==> config.mk <==
export PLATFORM = sky130hd
export DESIGN_NAME = traffic_display
export DESIGN_NICKNAME = d
export VERILOG_FILES = /design/src/rtl/traffic_pkg.sv /design/src/rtl/traffic_display_bin2bcd.sv /design/src/rtl/traffic_display.sv
export SDC_FILE = /design/constraint.sdc
export NUM_CORES = 1
export LEC_CHECK = 0
export ABC_CLOCK_PERIOD_IN_PS = 5800
export BUFFER_PORTS_ARGS = -buffer_cell sky130_fd_sc_hd__buf_2
export CAP_MARGIN = 10
export CELL_PAD_IN_SITES_DETAIL_PLACEMENT = 1
export CELL_PAD_IN_SITES_GLOBAL_PLACEMENT = 1
export CORE_ASPECT_RATIO = 1.25
export CORE_MARGIN = 3
export CORE_UTILIZATION = 50
export CTS_CLUSTER_DIAMETER = 60
export DETAILED_ROUTE_END_ITERATION = 6
export PLACE_DENSITY = 0.82
export SLEW_MARGIN = 25
export SYNTH_ARGS = -nofsm -noshare
export SYNTH_HDL_FRONTEND = slang
export SYNTH_SLANG_ARGS = --single-unit
==> constraint.sdc <==
create_clock -name clk -period 5.8 [get_ports clk]
set_input_delay 0.87 -clock clk [delete_from_list [all_inputs] [get_ports clk]]
set_output_delay 0.87 -clock clk [all_outputs]
set_load 0.01 [all_outputs]
==> src/rtl/traffic_pkg.sv <==
// traffic_pkg: shared constants and types for the traffic countdown display.
// Segment codes {g,f,e,d,c,b,a} active-low, digit slot indices, converter states.
package traffic_pkg;

    localparam logic [6:0] SEG_BLANK = 7'b1111111;
    localparam logic [6:0] SEG_DASH  = 7'b0111111;

    localparam logic [6:0] SEG_DIGIT [10] = '{
        7'b1000000, 7'b1111001, 7'b0100100, 7'b0110000, 7'b0011001,
        7'b0010010, 7'b0000010, 7'b1111000, 7'b0000000, 7'b0010000
    };

    // Scan order: index 0 drives an[3], index 3 drives an[0].
    localparam logic [1:0] DIG_R1_TENS = 2'd0;
    localparam logic [1:0] DIG_R1_ONES = 2'd1;
    localparam logic [1:0] DIG_R2_TENS = 2'd2;
    localparam logic [1:0] DIG_R2_ONES = 2'd3;

    typedef enum logic [1:0] {
        LOAD,
        SHIFT,
        UPDATE
    } conv_state_t;

    function automatic logic [6:0] seg_of(input logic [3:0] d);
        logic [6:0] s;
        if (d > 4'd9) s = SEG_BLANK;
        else          s = SEG_DIGIT[d];
        return s;
    endfunction

endpackage

==> src/rtl/traffic_display_bin2bcd.sv <==
// bin2bcd_seq: 8-bit sequential double-dabble, one shift per cycle.
// Ports: clk, rs (async high), i_start, i_bin[7:0] -> o_bcd[11:0], o_done pulse.
module bin2bcd_seq (
    input  logic        clk,
    input  logic        rs,
    input  logic        i_start,
    input  logic [7:0]  i_bin,
    output logic [11:0] o_bcd,
    output logic        o_done
);

    logic [19:0] r_sh;
    logic [2:0]  r_cnt;
    logic        r_busy;
    logic        r_done;

    // Add 3 to every BCD nibble >= 5, then shift the whole word left.
    function automatic logic [19:0] dd_step(input logic [19:0] v);
        logic [19:0] t;
        t = v;
        if (v[19:16] >= 4'd5) t[19:16] = v[19:16] + 4'd3;
        if (v[15:12] >= 4'd5) t[15:12] = v[15:12] + 4'd3;
        if (v[11:8]  >= 4'd5) t[11:8]  = v[11:8]  + 4'd3;
        return {t[18:0], 1'b0};
    endfunction

    always_ff @(posedge clk or posedge rs) begin
        if (rs) begin
            r_sh   <= '0;
            r_cnt  <= '0;
            r_busy <= 1'b0;
            r_done <= 1'b0;
        end else begin
            r_done <= 1'b0;
            if (i_start) begin
                r_sh   <= {12'd0, i_bin};
                r_cnt  <= '0;
                r_busy <= 1'b1;
            end else if (r_busy) begin
                r_sh  <= dd_step(r_sh);
                r_cnt <= r_cnt + 3'd1;
                if (r_cnt == 3'd7) begin
                    r_busy <= 1'b0;
                    r_done <= 1'b1;
                end
            end
        end
    end

    assign o_bcd  = r_sh[19:8];
    assign o_done = r_done;

endmodule

==> src/rtl/traffic_display.sv <==
// traffic_display: shows two binary countdowns on a 4-digit mux'd 7-seg.
// Ports: clk, rs, counter1/2[7:0] in; an[3:0], seg[6:0], dp, upd out.
module traffic_display
    import traffic_pkg::*;
#(
    parameter int SCAN_DIV      = 50000,
    parameter int BLANK_LEADING = 1
) (
    input  logic       clk,
    input  logic       rs,
    input  logic [7:0] counter1,
    input  logic [7:0] counter2,
    output logic [3:0] an,
    output logic [6:0] seg,
    output logic       dp,
    output logic       upd
);

    localparam int PW = (SCAN_DIV > 2) ? $clog2(SCAN_DIV) : 1;
    localparam logic [PW-1:0] PRESC_MAX = PW'(SCAN_DIV - 1);

    conv_state_t   r_state, w_state_nxt;
    logic [2:0]    r_cnt, w_cnt_nxt;
    logic          w_start;
    logic [11:0]   w_bcd1, w_bcd2;
    logic          w_done1, w_done2;
    logic          w_wr;
    logic [11:0]   r_disp1, r_disp2;
    logic [11:0]   w_disp1_nxt, w_disp2_nxt;
    logic [PW-1:0] r_presc, w_presc_nxt;
    logic [1:0]    r_dig, w_dig_nxt;
    logic [11:0]   w_sel;
    logic          w_tens_slot;
    logic [3:0]    w_digit;
    logic [3:0]    w_an_sel;
    logic [3:0]    w_an, r_an;
    logic [6:0]    w_seg, r_seg;
    logic          r_upd;

    bin2bcd_seq u_bcd1 (
        .clk     (clk),
        .rs      (rs),
        .i_start (w_start),
        .i_bin   (counter1),
        .o_bcd   (w_bcd1),
        .o_done  (w_done1)
    );

    bin2bcd_seq u_bcd2 (
        .clk     (clk),
        .rs      (rs),
        .i_start (w_start),
        .i_bin   (counter2),
        .o_bcd   (w_bcd2),
        .o_done  (w_done2)
    );

    always_ff @(posedge clk or posedge rs) begin
        if (rs) begin
            r_state <= LOAD;
            r_cnt   <= '0;
        end else begin
            r_state <= w_state_nxt;
            r_cnt   <= w_cnt_nxt;
        end
    end

    always_comb begin
        w_state_nxt = r_state;
        w_cnt_nxt   = r_cnt;
        w_start     = 1'b0;
        unique case (r_state)
            LOAD: begin
                w_start     = 1'b1;
                w_cnt_nxt   = '0;
                w_state_nxt = SHIFT;
            end
            SHIFT: begin
                w_cnt_nxt = r_cnt + 3'd1;
                if (r_cnt == 3'd7) w_state_nxt = UPDATE;
            end
            UPDATE: w_state_nxt = LOAD;
            default: w_state_nxt = LOAD;
        endcase
    end

    assign w_wr = (r_state == UPDATE) && w_done1 && w_done2;

    assign w_disp1_nxt = w_wr ? w_bcd1 : r_disp1;
    assign w_disp2_nxt = w_wr ? w_bcd2 : r_disp2;

    assign w_presc_nxt = (r_presc == PRESC_MAX) ? '0 : r_presc + 1'b1;
    assign w_dig_nxt   = (r_presc == PRESC_MAX) ? r_dig + 2'd1 : r_dig;

    // Outputs are decoded from next-state values so the registered
    // an/seg line up with the prescaler/index they belong to.
    assign w_an_sel = ~(4'b1000 >> w_dig_nxt);

    always_comb begin
        w_sel = w_disp2_nxt;
        if (w_dig_nxt == DIG_R1_TENS || w_dig_nxt == DIG_R1_ONES)
            w_sel = w_disp1_nxt;
        w_tens_slot = (w_dig_nxt == DIG_R1_TENS) ||
                      (w_dig_nxt == DIG_R2_TENS);
        w_digit = w_tens_slot ? w_sel[7:4] : w_sel[3:0];
        w_an    = 4'b1111;
        w_seg   = SEG_BLANK;
        // Prescaler slot 0 stays dark to hide segment transitions.
        if (w_presc_nxt != '0) begin
            if (w_sel[11:8] != 4'd0) begin
                w_an  = w_an_sel;
                w_seg = SEG_DASH;
            end else if (!(w_tens_slot && (BLANK_LEADING != 0) &&
                           (w_sel[7:4] == 4'd0))) begin
                w_an  = w_an_sel;
                w_seg = seg_of(w_digit);
            end
        end
    end

    always_ff @(posedge clk or posedge rs) begin
        if (rs) begin
            r_disp1 <= '0;
            r_disp2 <= '0;
            r_presc <= '0;
            r_dig   <= DIG_R1_TENS;
            r_an    <= 4'b1111;
            r_seg   <= SEG_BLANK;
            r_upd   <= 1'b0;
        end else begin
            r_disp1 <= w_disp1_nxt;
            r_disp2 <= w_disp2_nxt;
            r_presc <= w_presc_nxt;
            r_dig   <= w_dig_nxt;
            r_an    <= w_an;
            r_seg   <= w_seg;
            r_upd   <= w_wr;
        end
    end

    assign an  = r_an;
    assign seg = r_seg;
    assign dp  = 1'b1;
    assign upd = r_upd;

endmodule

==> flow_summary.json <==
{
  "rows": 42,
  "cts_hold_buf": 0,
  "yosys-top-cells-area": "dfrtp_1, mux2i_1, ha_1, dfstp_2, o21ai_0",
  "syn_area_um2": 5630,
  "vias": 4033,
  "tritoncts": "yes",
  "critPathKind": "flip-flop to flip-flop",
  "cts-buffers-inserted": 9,
  "ir_drop_mv": 0.179,
  "min_path_cells": 1,
  "syn2layout_area_growth_pct": 8.96,
  "crit-reg2reg-launch": "r_state[1]",
  "routedWlPerCell_um": 17.9,
  "die_h_um": 125,
  "post-place-ws_ps": 2590,
  "worstSetupEndpointType": "flip-flop",
  "cp.required_ps": 6050,
  "synth_top_area_cell": "dfrtp_1",
  "clock-root-buffer": "clkbuf_16",
  "drv_cap": 0,
  "fp.dieArea_um2": 12600,
  "drc": 0,
  "finalHoldViolCount": 0,
  "worst_slew_pin_slew_ps": 801,
  "ys_ff_latch": 109,
  "max_slew_margin_pct": 46.6,
  "grt_pass1_vias": 4414,
  "setup_viol": 0,
  "antenna_found_initial": 0,
  "final_cell_area_um2": 6130,
  "whs_endpoint": "r_disp2[10]",
  "initial_core_util_pct": 52.3,
  "timing.fmax_mhz": 312,
  "drive_gt1_share_pct": 16.8,
  "insertion_delay_ps": 350,
  "startpoint_type": "flip-flop",
  "hp-class": "flip-flop to flip-flop",
  "die_w_um": 101,
  "yosysTopAreaCellShare_pct": 43.6,
  "cts_resized": 0,
  "cts_max_level": 3,
  "holdWs_ps": 503,
  "io_buffers": 29,
  "syn_avg_cell_area_um2": 10.2,
  "routed_wl_um": 12600,
  "clkSlewWorstSetupHoldPaths_ps": 70,
  "synth_flop_cell": "dfrtp_1",
  "grt_overflow": 0,
  "grt_max_degree": 66,
  "ys_seq_area_share_pct": 48.7,
  "gp_congestion": 0.855,
  "synth_warnings": 0,
  "rsz0062_at_grt": "false",
  "synth_cells": 552,
  "yosysMostFrequentCell": "dfrtp_1",
  "dp_hpwl_um": 8720,
  "p_leak_nw": 2.70,
  "drv_slew": 0,
  "nNetsFinal": 610,
  "synthArstFlopShare_pct": 100,
  "routed_via_density": 5.72,
  "final_period_minus_worst_setup_slack_ps": 3200,
  "synthTopCellsByCount": "dfrtp_1, nor2_1, nand2_1",
  "dpl-instance-area_um2": 5830,
  "r2r_slack_ps": 2600,
  "worst_ep_arrival_time_ps": 3450,
  "rr_endpoint": "seg[2]",
  "synth-edff-count": 0,
  "grt_usage_pct": 21.6,
  "setup_tns_ps": 0,
  "grt_pass1_wl_um": 21800,
  "fin_crit_sh_pct": 55.2,
  "post-cts-setup-buffer-count": 0,
  "syn-num-nets": 594,
  "reg2reg_depth": 10,
  "cp_max_fo": 31,
  "hp-start": "r_disp2[10]",
  "ys_types": 65,
  "fin_ws_ps": 2600,
  "clock_path_buffers": 2,
  "core_um2": 10800,
  "fin_worst_skew_ps": 10.3,
  "power_density_nw_per_um2": 355,
  "drt_iter0_drc": 173,
  "ios": 31,
  "ant_nets": 0,
  "dr.pass1.iters": 4,
  "n_antenna_cell": 0,
  "run_status": "finished, final reports clean",
  "cts.sink_count": 109
}
how the worst max path moves through the flow:
stage	end	start	cells past startpoint	slack, ps
6_report	seg[2]	r_state[1]	10	2600
5_1_grt	seg[0]	r_state[1]	10	2240
4_1_cts	seg[0]	r_state[1]	10	2570
3_5_place_dp	seg[2]	r_state[1]	10	2590
3_3_place_gp	seg[4]	r_state[1]	10	2810
2_1_floorplan	r_cnt[0]	rs	1	2070
report_power, final:
group | leakage (nW) | switching [mW] | internal (mW)
sequential | 1.40 | 0.100 | 0.903
combinational | 1.15 | 0.316 | 0.233
clock | 0.148 | 0.270 | 0.354
worst max-delay path, cell delays in order, from the launching register on:
cell and delay [ps]:
dfrtp_1 560, nand4b_4 510, mux2_2 400, nor2_1 40, or3_1 360, o31a_1 170, inv_1 110, ha_1 220
o211ai_1 140, a211oi_2 430, o21ai_0 170
metrics by stage:
| stage | util, % | std cells | power [mW] |
|---|---|---|---|
| floorplan | - | 552 | 1.38 |
| global placement | 54.1 | 689 | 1.51 |
| CTS | 56.9 | 705 | 2.20 |
| detailed placement | 54.1 | 689 | 1.56 |
| finish | 56.9 | 705 | 2.18 |
| global route | 56.9 | 705 | 2.32 |
layout by cell type (no fill, tap or decap), drive strengths merged, types with 4 or more instances in the layout:
cell	netlist	routed
mux2i	34	34
nand2	52	52
inv	27	27
a21oi	25	25
dfrtp	98	98
buf	15	32
nor3b	4	4
nor2	59	59
ha	24	24
nand4	7	7
clkbuf	12	16
dfstp	11	11
nor3	5	5
xor2	8	8
or3	8	8
and4	4	4
xnor2	15	15
o21ai	51	51
mux2	22	22
a211oi	9	9
nand2b	7	7
and3	5	5
nand3	15	15
layer usage:
metal	vias up	track usage (%)	part of all wire [%]
met1	2025	25.9	42
li1	1930	-	-
met3	26	4.20	2.4
met2	52	37.5	53
met5	-	0	0
met4	0	8.76	2.7
registers in the layout, indices dropped and copies added (netlist names), 2 cells and up:
register	count
u_bcd1.r_sh	20
seg	7
u_bcd2.r_sh	20
u_bcd1.r_cnt	3
r_disp2	12
r_disp1	12
r_cnt	3
an	4
r_presc	16
r_dig	2
u_bcd2.r_cnt	3
r_state	2
area by class of cell:
type	instances	area, µm²
sequential	109	2740
tap	132	165
inverter	28	108
fill	1186	4640
timing repair buffer	32	168
clock buffer	16	303
multi-input combinational	388	2650
cells by family (layout without fill, tap and decap cells):
| group | Yosys count | count (layout) | synth area share (%) |
|---|---|---|---|
| other | 1 | 1 | 0.0666 |
| and+or+nand+nor | 182 | 182 | 16.2 |
| xor gates and xnor gates | 23 | 23 | 4.05 |
| muxes | 56 | 56 | 10.7 |
| buffers and inverters | 55 | 76 | 4.40 |
| adders and majority gates | 24 | 24 | 5.33 |
| AOI/OAI and AO/OA | 102 | 102 | 10.6 |
| DFF | 109 | 109 | 48.7 |
Note: power is estimated with default switching activity, not from simulation.
